--- src/rtl/fetch_stage_if.sv ---
// rtl/fetch_stage_if.sv - instruction ROM read port between fetch_stage (master) and imem (slave)
interface fetch_stage_if;
  logic        imem_req;
  logic [31:0] imem_addr;
  logic [31:0] imem_rdata;

  modport master (output imem_req, output imem_addr, input imem_rdata);
  modport slave  (input imem_req, input imem_addr, output imem_rdata);
endinterface

--- src/rtl/fetch_stage.sv ---
// rtl/fetch_stage.sv - MIPS IF stage and IF/ID register with a one-entry skid buffer
// Optional performance counters are built when FETCH_PERF_CNT_EN is defined.
module fetch_stage #(
  parameter logic [31:0] RESET_PC = 32'h0000_0000
) (
  input  logic                 clk,
  input  logic                 reset,
  input  logic                 stall,
  input  logic                 redirect,
  input  logic [31:0]          redirect_pc,
  fetch_stage_if.master        imem,
  output logic [31:0]          IRD,
  output logic [31:0]          pc_ID,
  output logic                 valid_ID,
  output logic [31:0]          stall_cnt,
  output logic [31:0]          flush_cnt
);
  typedef enum logic [1:0] {IDLE, RUN, HELD} state_t;

  state_t      state;
  logic [31:0] pc_F;
  logic        inflight;
  logic [31:0] inflight_pc;
  logic        skid_valid;
  logic [31:0] skid_ir;
  logic [31:0] skid_pc;
  logic        req;

  // A full skid only exists while stall is low and drains the cycle stall rises,
  // so it never has to block the request that keeps the stream gap-free.
  assign req            = (state != IDLE) & stall & ~redirect & ~reset;
  assign imem.imem_req  = req;
  assign imem.imem_addr = pc_F;

  always_ff @(posedge clk) begin
    if (reset) begin
      state       <= IDLE;
      pc_F        <= RESET_PC;
      inflight    <= 1'b0;
      inflight_pc <= '0;
      skid_valid  <= 1'b0;
      skid_ir     <= '0;
      skid_pc     <= '0;
      IRD         <= '0;
      pc_ID       <= '0;
      valid_ID    <= 1'b0;
    end else begin
      inflight <= req;
      if (req) begin
        pc_F        <= pc_F + 32'd4;
        inflight_pc <= pc_F;
      end
      if (redirect) begin
        // Any response landing this cycle belongs to the abandoned path.
        state      <= RUN;
        pc_F       <= {redirect_pc[31:2], 2'b00};
        IRD        <= '0;
        pc_ID      <= '0;
        valid_ID   <= 1'b0;
        skid_valid <= 1'b0;
      end else begin
        unique case (state)
          IDLE:    state <= RUN;
          RUN:     if (inflight && !stall) state <= HELD;
          HELD:    if (stall) state <= RUN;
          default: state <= IDLE;
        endcase
        if (stall) begin
          if (skid_valid) begin
            IRD        <= skid_ir;
            pc_ID      <= skid_pc + 32'd4;
            valid_ID   <= 1'b1;
            skid_valid <= 1'b0;
          end else if (inflight) begin
            IRD      <= imem.imem_rdata;
            pc_ID    <= inflight_pc + 32'd4;
            valid_ID <= 1'b1;
          end else begin
            IRD      <= '0;
            valid_ID <= 1'b0;
          end
        end else if (inflight) begin
          skid_valid <= 1'b1;
          skid_ir    <= imem.imem_rdata;
          skid_pc    <= inflight_pc;
        end
      end
    end
  end

`ifdef FETCH_PERF_CNT_EN
  logic [31:0] stall_q;
  logic [31:0] flush_q;

  always_ff @(posedge clk) begin
    if (reset) begin
      stall_q <= '0;
      flush_q <= '0;
    end else begin
      if (!stall && valid_ID) stall_q <= stall_q + 32'd1;
      if (redirect)           flush_q <= flush_q + 32'd1;
    end
  end

  assign stall_cnt = stall_q;
  assign flush_cnt = flush_q;
`else
  assign stall_cnt = '0;
  assign flush_cnt = '0;
`endif
endmodule

--- src/flat_wrapper.sv ---
// flat-port wrapper written by rule: the top's interface ports become plain ports
module fetch_stage_flat 
#(
  parameter logic [31:0] RESET_PC = 32'h0000_0000
)
  (clk, reset, stall, redirect, redirect_pc, IRD, pc_ID, valid_ID, stall_cnt, flush_cnt, imem_imem_req, imem_imem_addr, imem_imem_rdata);
  fetch_stage_if imem_i ();
  input  logic clk;
  input  logic reset;
  input  logic stall;
  input  logic redirect;
  input  logic [31:0] redirect_pc;
  output logic [31:0] IRD;
  output logic [31:0] pc_ID;
  output logic valid_ID;
  output logic [31:0] stall_cnt;
  output logic [31:0] flush_cnt;
  output wire logic [$bits(imem_i.imem_req)-1:0] imem_imem_req;
  output wire logic [$bits(imem_i.imem_addr)-1:0] imem_imem_addr;
  input wire logic [$bits(imem_i.imem_rdata)-1:0] imem_imem_rdata;
  assign imem_imem_req = imem_i.imem_req;
  assign imem_imem_addr = imem_i.imem_addr;
  assign imem_i.imem_rdata = imem_imem_rdata;
  fetch_stage #(.RESET_PC(RESET_PC)) u_core (.clk(clk), .reset(reset), .stall(stall), .redirect(redirect), .redirect_pc(redirect_pc), .imem(imem_i), .IRD(IRD), .pc_ID(pc_ID), .valid_ID(valid_ID), .stall_cnt(stall_cnt), .flush_cnt(flush_cnt));
endmodule
--- config.mk ---
export PLATFORM = sky130hd
export DESIGN_NAME = fetch_stage_flat
export DESIGN_NICKNAME = d
export VERILOG_FILES = /design/src/rtl/fetch_stage_if.sv /design/src/rtl/fetch_stage.sv /design/src/flat_wrapper.sv
export SDC_FILE = /design/constraint.sdc
export NUM_CORES = 1
export LEC_CHECK = 0
export CAP_MARGIN = 20
export CORE_MARGIN = 5
export CORE_UTILIZATION = 46
export CTS_BUF_LIST = sky130_fd_sc_hd__clkbuf_4
export CTS_CLUSTER_DIAMETER = 80
export CTS_CLUSTER_SIZE = 10
export DETAILED_ROUTE_END_ITERATION = 8
export PLACE_DENSITY_LB_ADDON = 0.2
export SKIP_LAST_GASP = 1
export SYNTH_ARGS = -nofsm -noshare
export SYNTH_HDL_FRONTEND = slang
export SYNTH_SLANG_ARGS = --single-unit
--- constraint.sdc ---
create_clock -name clk -period 3.65 [get_ports clk]
set_input_delay 0.9125 -clock clk [delete_from_list [all_inputs] [get_ports clk]]
set_output_delay 0.9125 -clock clk [all_outputs]
set_load 0.01 [all_outputs]
**Word level (Yosys, flattened, before mapping)**

Index checks and enable logic that the tools add are counted.

- Output and inout port bits: 162
- Bits in registers: 197
- Input bits: 68
- Logic and storage cells: 51

- Eq/ne operators: 6
- Bitwise operators: 6
- Multiplexer cells: 12
- $add $sub $neg: 3
- Reduce and logical (&&, ||, !) cells: 12

Operators by type and width:

| cell | count |
|---|---|
| 32-bit two-way mux | 6 |
| 32-bit by 3-bit adder with 32-bit output, second input constant | 3 |
| 2-bit one-hot mux with 3 select lines | 1 |
| 2-bit AND reduction | 3 |
| 2-bit nonzero test | 3 |
| 2-bit two-way mux | 2 |
| 1-bit AND | 3 |
| 1-bit two-way mux | 3 |
| 3-bit by 2-bit inequality test with 1-bit output, second input constant | 1 |
| 3-bit inequality test, second input constant | 1 |
| 1-bit inverter | 3 |
| 3-bit AND reduction | 1 |
| 3-bit OR reduction | 1 |
| 2-bit by 1-bit equality test with 1-bit output, second input constant | 1 |
| 2-bit equality test, second input constant | 1 |
| 2-bit zero test | 1 |
| 2-bit by 1-bit inequality test with 1-bit output, second input constant | 1 |
| 2-bit inequality test, second input constant | 1 |
| 2-bit OR reduction | 1 |
| 1-bit logical AND | 1 |
| 1-bit zero test | 1 |

**Longest topological paths before layout**

- Depth in word-level cells: 6
- Mapped depth: 13
- Mapped depth without buffers: 8

**Worst setup path after synthesis**

OpenSTA, ideal clock, no wires.

- Kind: flip-flop to flip-flop
- From: reg u_core.skid_valid
- To: reg u_core.pc_ID[20]
- Setup slack: 0.077 ns
- Stages on the path, launching flop included: 14
- Required time: 3.588 ns
- Buffers on the path: 5
- Data arrival time: 3.511 ns
- Clock period less this slack: 3.573 ns
- Cell sequence: dfxtp_1 > buf_6 > clkbuf_1 > clkbuf_1 > buf_2 > buf_1 > mux2_2 > ha_1 > nand4_1 > nor3_1 > o2111ai_1 > nand2b_1 > or4_1 > nand3_1

- Longest elaborated chain between the ends: 2

Ends and longest elaborated chain:

| what | line | RTL |
|---|---|---|
| start, declared | fetch_stage.sv:24 | `logic skid_valid;` |
| start signal, assigned | fetch_stage.sv:41 | `skid_valid <= 1'b0;` |
| start signal, assigned | fetch_stage.sv:60 | `skid_valid <= 1'b0;` |
| start signal, assigned | fetch_stage.sv:73 | `skid_valid <= 1'b0;` |
| 2-bit nonzero test (no source line) | - |  |
| 2-bit AND reduction (no source line) | - |  |
| end signal, assigned | fetch_stage.sv:71 | `pc_ID <= skid_pc + 32'd4;` |
| end signal, assigned | fetch_stage.sv:76 | `pc_ID <= inflight_pc + 32'd4;` |
| end, declared | fetch_stage.sv:13 | `output logic [31:0] pc_ID,` |

Parallel ways exist; a longest one is shown, timed or not.
A chain may end at the register's enable or synchronous reset.

**Worst setup path in the final report**

- From: in stall
- To: out imem_imem_req

- Longest elaborated chain between the ends: 3

Ends and longest elaborated chain:

| what | line | RTL |
|---|---|---|
| start, declared | flat_wrapper.sv:10 | `input logic stall;` |
| 1-bit AND (3 in series) | fetch_stage.sv:31 | `assign req = (state != IDLE) & stall & ~redirect & ~reset;` |
| end, declared | flat_wrapper.sv:18 | `output wire logic [$bits(imem_i.imem_req)-1:0] imem_imem_req;` |

Every way passes these cells.

==> results_dict.tcl <==
set metrics [dict create \
    drive_gt1_share_pct 5.66 \
    wl_per_cell_um 14.7 \
    max_freq_mhz 336 \
    drc 0 \
    drt_iter0_drc 613 \
    yosysWarnings 0 \
    outcome "complete, no violations" \
    dieArea_sq_um 22600 \
    grt_pass1_vias 7126 \
    fin_crit_ns 2.97 \
    leakagePower_uw 0.00355 \
    synth_edf_count 0 \
    path_class "in -> out" \
    clk_pin_slew_ns 0.14 \
    area_growth_syn_to_layout_pct 19.7 \
    num_io_pins 230 \
    rows 51 \
    hold_violations 0 \
    pwr-share-clk_pct 30.3 \
    syn_inst 1174 \
    firstDrtPassIters 5 \
    grtUsageTotal_pct 19.7 \
    setup_viol 0 \
    finClkSkew_ns 0.0192 \
    post_cts_resized 0 \
    power_density_nw_per_um2 332 \
    dpl.cell_count 1540 \
    vias_per_cell 5.20 \
    clockRootBuffer "clkbuf_4" \
    insertion_delay_ns 0.58 \
    p_int_uw 2610 \
    ys.flop_type "dfxtp_1" \
    pwr-share-comb_pct 10.1 \
    post-route-util_pct 55.8 \
    clock-sinks 189 \
    h-tree-depth 4 \
    drt_wl_total_um 23100 \
    final_nets 1364 \
    grt_setup_unrepaired "false" \
    crit_path_start_kind "input pin" \
    netlist_area_sq_um 9070 \
    grt_pass1_wl_um 36600 \
    layout_commonest_cell "nand2_1" \
    slew_headroom_pct 41.5 \
    postSynthAreaPerCell_sq_um 7.73 \
    finalCritPeriodShare_pct 81.5 \
    cts_setup_buffers 0 \
    tightest_slew_ns 0.877 \
    path_max_fanout 8 \
    n_fill_cell 1911 \
    cts_buffer_depth 2 \
    vias 8178 \
    gp_congestion 0.849 \
    antenna_found_initial 1 \
    grt_max_degree 84 \
    hpwl_um 16100 \
    gr-total-overflow 0 \
    die_y_um 150 \
    max-vdd-ir-drop_mv 0.156 \
    yosysSeqAreaShare_pct 41.7 \
    cts_tree "yes" \
    ant_nets 0 \
    yosysUniqueCellTypes 53 \
    cp.required_ns 2.74 \
    pwr-share-seq_pct 59.7 \
    final_cells 1573 \
    die_w_um 150 \
    initial_utilization_pct 46.6 \
    cts_hold_buf 0 \
    tns_ns 0 \
    layout_common_cells "274 x nand2_1, 188 x dfxtp_1, 156 x clkdlybuf4s50_1, 130 x a21oi_1, 77 x nor2_1" \
    core_area_sq_um 19500 \
    drv_cap 0 \
    drv_slew 0 \
    ys_seq_elements 189 \
    p_sw_uw 986 \
    cp.arrival_ns 2.06 \
    portBuffers 159 \
    endpoint_kind "primary output" \
    numCtsBuffers 17 \
    hold_class "reg -> reg" \
    synthArstFlopShare_pct 0 \
    p_sw_share_pct 27.4 \
]
[sequential cells by signal, indices dropped and copies added (netlist names)]
name	flops
u_core.pc_ID	30
u_core.inflight_pc	30
u_core.IRD	32
u_core.inflight	1
u_core.skid_valid	1
u_core.skid_pc	30
u_core.valid_ID	1
u_core.state	2
u_core.imem.imem_addr	30
u_core.skid_ir	32
[synthesized netlist by cell type (5+ instances only)]
library cell,count,area [sq um]
nand2_1,274,1030
dfxtp_1,189,3780
a21oi_1,130,651
nor2_1,77,289
buf_4,68,510
clkbuf_1,63,236
nand3_1,45,225
o21ai_0,40,200
a22oi_1,29,218
mux2i_1,29,290
a211oi_1,25,188
nor3_1,24,120
nand4_1,20,125
xor2_1,14,123
nand3b_1,12,90.1
o211ai_1,12,90.1
xnor2_1,12,105
nor2b_1,11,68.8
buf_1,10,37.5
nor4_1,7,43.8
or3_1,7,43.8
and3_1,6,37.5
mux2_2,6,67.6
a31oi_1,5,31.3
buf_2,5,25.0
nand2b_1,5,31.3
nand4b_1,5,43.8
[critical path, stage by stage]
cell	delay [ns]
buf_2	0.15
o21a_1	0.13
buf_4	0.17
nand2_1	0.09
inv_2	0.07
clkdlybuf4s50_1	0.53
[worst paths after layout]
path	cells past startpoint	startpoint	slack (ns)	endpoint
max reg2reg	8	u_core.skid_valid	0.81	u_core.pc_ID[20]
min	2	u_core.pc_ID[9]	0.46	u_core.pc_ID[9]
min reg2reg	2	u_core.pc_ID[9]	0.46	u_core.pc_ID[9]
max	6	stall	0.68	imem_imem_req
[area by class of cell]
type	instances	area, sq um	area share [%]
multi-input cells	900	4710	43.4
flip-flops and latches	189	3790	34.9
repair buffers	181	1740	16.1
well taps	265	332	3.05
clock inverters	15	135	1.24
clock buffers	17	128	1.18
inverters	5	18.8	0.173
diodes	1	2.50	0.0231
[metrics by stage]
stage	area, sq um	total power (uW)	setup slack, ns	hold slack (ns)
6_report	10900	3600	0.676	0.461
3_3_place_gp	10600	2550	0.678	0.438
4_1_cts	10900	3640	0.662	0.466
3_5_place_dp	10600	2550	0.670	0.448
2_1_floorplan	9320	2420	0.0766	0.436
5_1_grt	10900	3770	0.552	0.479
[kinds of logic after synthesis]
logic type	share of synthesized area, %
and+or+nand+nor	25.3
AOI/OAI and AO/OA	17.0
DFF	41.7
buffers and inverters	9.26
muxes	3.95
xor gates and xnor gates	2.51
adders and majority gates	0.276
other	0.0413
[layer usage]
| layer | global-route usage (%) | up-vias | part of all wire (%) |
|---|---|---|---|
| met5 | 0 | - | 0 |
| met4 | 5.40 | 0 | 1.5 |
| met3 | 4.27 | 25 | 6.3 |
| met2 | 28.1 | 252 | 43 |
| met1 | 29.9 | 3717 | 50 |
| li1 | - | 4184 | - |
[power by group through the flow]
stage,clock network [uW],logic (uW),registers (uW)
final,1090,363,2150
after global routing,1220,397,2160
after CTS,1130,362,2150
after detailed placement,0,361,2190
after global placement,0,359,2190
after floorplan,0,227,2190
No activity file was read; power rests on OpenSTA's default activity.
==> edit (same flow settings) <==
Encoding of `state_t`: now one-hot (3 bits for 3 states).
--- a/src/rtl/fetch_stage.sv
+++ b/src/rtl/fetch_stage.sv
@@ -16,5 +16,5 @@
   output logic [31:0]          flush_cnt
 );
-  typedef enum logic [1:0] {IDLE, RUN, HELD} state_t;
+  typedef enum logic [2:0] {IDLE = 3'b001, RUN = 3'b010, HELD = 3'b100} state_t;
 
   state_t      state;
Formal check against the unedited RTL: no difference found for any inputs over 4 cycles, from zero or initial values and one cycle with reset high; so few cycles prove little.
==> edit against the unedited design <==
- critical path type unchanged
- wire length increased by 4.9%
- core utilization decreased by 0.54 points
- synthesized cell count increased by 0.77%
- final area increased by 2.6%
- power increased by 7.3%
- first-iteration DRC count decreased by 0.49%
- area after synthesis increased by 3.6%
- worst setup slack got worse by 0.56 ns
- sequential cell count increased by 1
- largest power group unchanged
- clock skew increased by 0.0040 ns
==> edit: results (changes against the unedited design) <==
• finished, final reports clean — outcome
• 40.5% — Seq/Total Area, Yosys, -1.2 points
• 71 — Netlist cell types, +34%
• 1955 — Filler Cell Count, +2.3%
• 0.223 mV — VDD IR max, +43%
• 1360 — final net count, -0.29%
• 267 x sky130_fd_sc_hd__nand2_1, 190 x sky130_fd_sc_hd__dfxtp_1, 126 x sky130_fd_sc_hd__a21oi_1, 72 x sky130_fd_sc_hd__buf_4, 55 x sky130_fd_sc_hd__nand3_1 — most frequent cells after synthesis
• 0.0232 ns — clock skew, +0.00402 ns
• 30.1% — met1 track demand over resource in global routing, +0.26 points
• 7769 — via count of the first global-routing pass, +9.0%
• 0.266% — post-synthesis adder-cell area fraction, -0.0095 points
• 4.58% — met3 layer usage reported by global route, +0.31 points
• 7.94 sq um — average cell area after synthesis, +2.8%
• 19.5% — Compound-Gate Fraction of Synth Area, +2.6 points
• sky130_fd_sc_hd__dfxtp_1 40%, sky130_fd_sc_hd__nand2_1 11%, sky130_fd_sc_hd__a21oi_1 6.7% — ranking of synthesized cells by area
• 1.03% — share of the synthesized netlist area taken by xor and xnor gates, -1.5 points
• 5 — count of TritonRoute iterations in the first routing pass, unchanged
• 29.8% — met2 Track Usage GR, +1.6 points
• 16700 um — detailed placement HPWL, +3.9%
• 3.76 nW — Pleak, +6.1%
• 15.4 um — Routed wire per std cell, +4.9%
• 26.4% — fraction of power spent switching nets, -1.0 points
• 7.14% — layout cells sized above 1, +1.5 points
• 5.33 — DR vias/cell, +2.5%
• 40100 um — wire length of the first global-routing pass, +9.6%
• 2.62 ns — Arr. time, crit path, +0.56 ns
• 3.46% — multiplexer area fraction after synthesis, -0.48 points
• 2 — crit-path max FO, -6
• 20.2% — total global routing track utilization, +0.46 points
• 0.815 — GP Congestion, -4.0%
• 1.05 ns — Slew @ Worst Pin, +0.173 ns
• 610 — number of design-rule violations left by the first detailed-router iteration, -0.49%
• 0.116 ns — Worst Setup Slack, final, -0.560 ns
edit: final cells by class:
cell class / instances / area (sq um) / area share (%)
clock buffers: 17 / 128 / 1.15
repair buffers: 180 / 1750 / 15.7
diodes: 1 / 2.50 / 0.0225
multi-input cells: 890 / 4860 / 43.6
well taps: 270 / 338 / 3.03
inverters: 11 / 46.3 / 0.416
flip-flops and latches: 190 / 3810 / 34.2
clock inverters: 15 / 208 / 1.86
edit: per-layer routing:
metal	vias up	part of all wire (%)
met1	3873	49
met2	248	43
li1	4251	-
met5	-	0
met3	18	6.4
met4	0	0.91
edit: final timing paths:
kind	end	slack (ns)	start	depth (start not counted)
min reg2reg	u_core.pc_ID[15]$_SDFFE_PP0P_	0.46	u_core.pc_ID[15]$_SDFFE_PP0P_	2
min	u_core.pc_ID[15]$_SDFFE_PP0P_	0.46	u_core.pc_ID[15]$_SDFFE_PP0P_	2
max	imem_imem_req	0.12	redirect	5
max reg2reg	u_core.pc_ID[24]$_SDFFE_PP0P_	1.01	u_core.skid_valid$_SDFFE_PP0P_	6
edit: cell families after synthesis:
kind of cell             Yosys count
AO/OA/AOI/OAI                    295
XOR/XNOR                          11
adder cells (fa/ha/maj)            2
buffers and inverters            170
flip-flops                       190
multiplexers                      31
other                              1
AND/OR/NAND/NOR                  483
edit: critical path: stages:
cell and delay (ns):
sky130_fd_sc_hd__clkdlybuf4s50_1 0.42, sky130_fd_sc_hd__or3b_4 0.42, sky130_fd_sc_hd__or2_1 0.28, sky130_fd_sc_hd__inv_6 0.07, sky130_fd_sc_hd__clkdlybuf4s50_1 0.53
edit: metrics by stage:
step / util [%] / cell area, sq um / hold WS, ns / cells
5_1_grt: 55.2 / 11100 / 0.485 / 1574
2_1_floorplan: - / 9650 / 0.433 / 1250
3_5_place_dp: 53.6 / 10800 / 0.447 / 1541
3_3_place_gp: 53.6 / 10800 / 0.438 / 1541
4_1_cts: 55.2 / 11100 / 0.467 / 1573
6_report: 55.2 / 11100 / 0.463 / 1574
edit: power groups by stage:
stage	Sequential [W]	Combinational [W]	Clock [W]
6_report	0.00217	0.000386	0.00131
5_1_grt	0.00218	0.000424	0.00143
4_1_cts	0.00217	0.000386	0.00135
3_5_place_dp	0.00221	0.000385	0
3_3_place_gp	0.00221	0.000383	0
2_1_floorplan	0.00221	0.000248	0
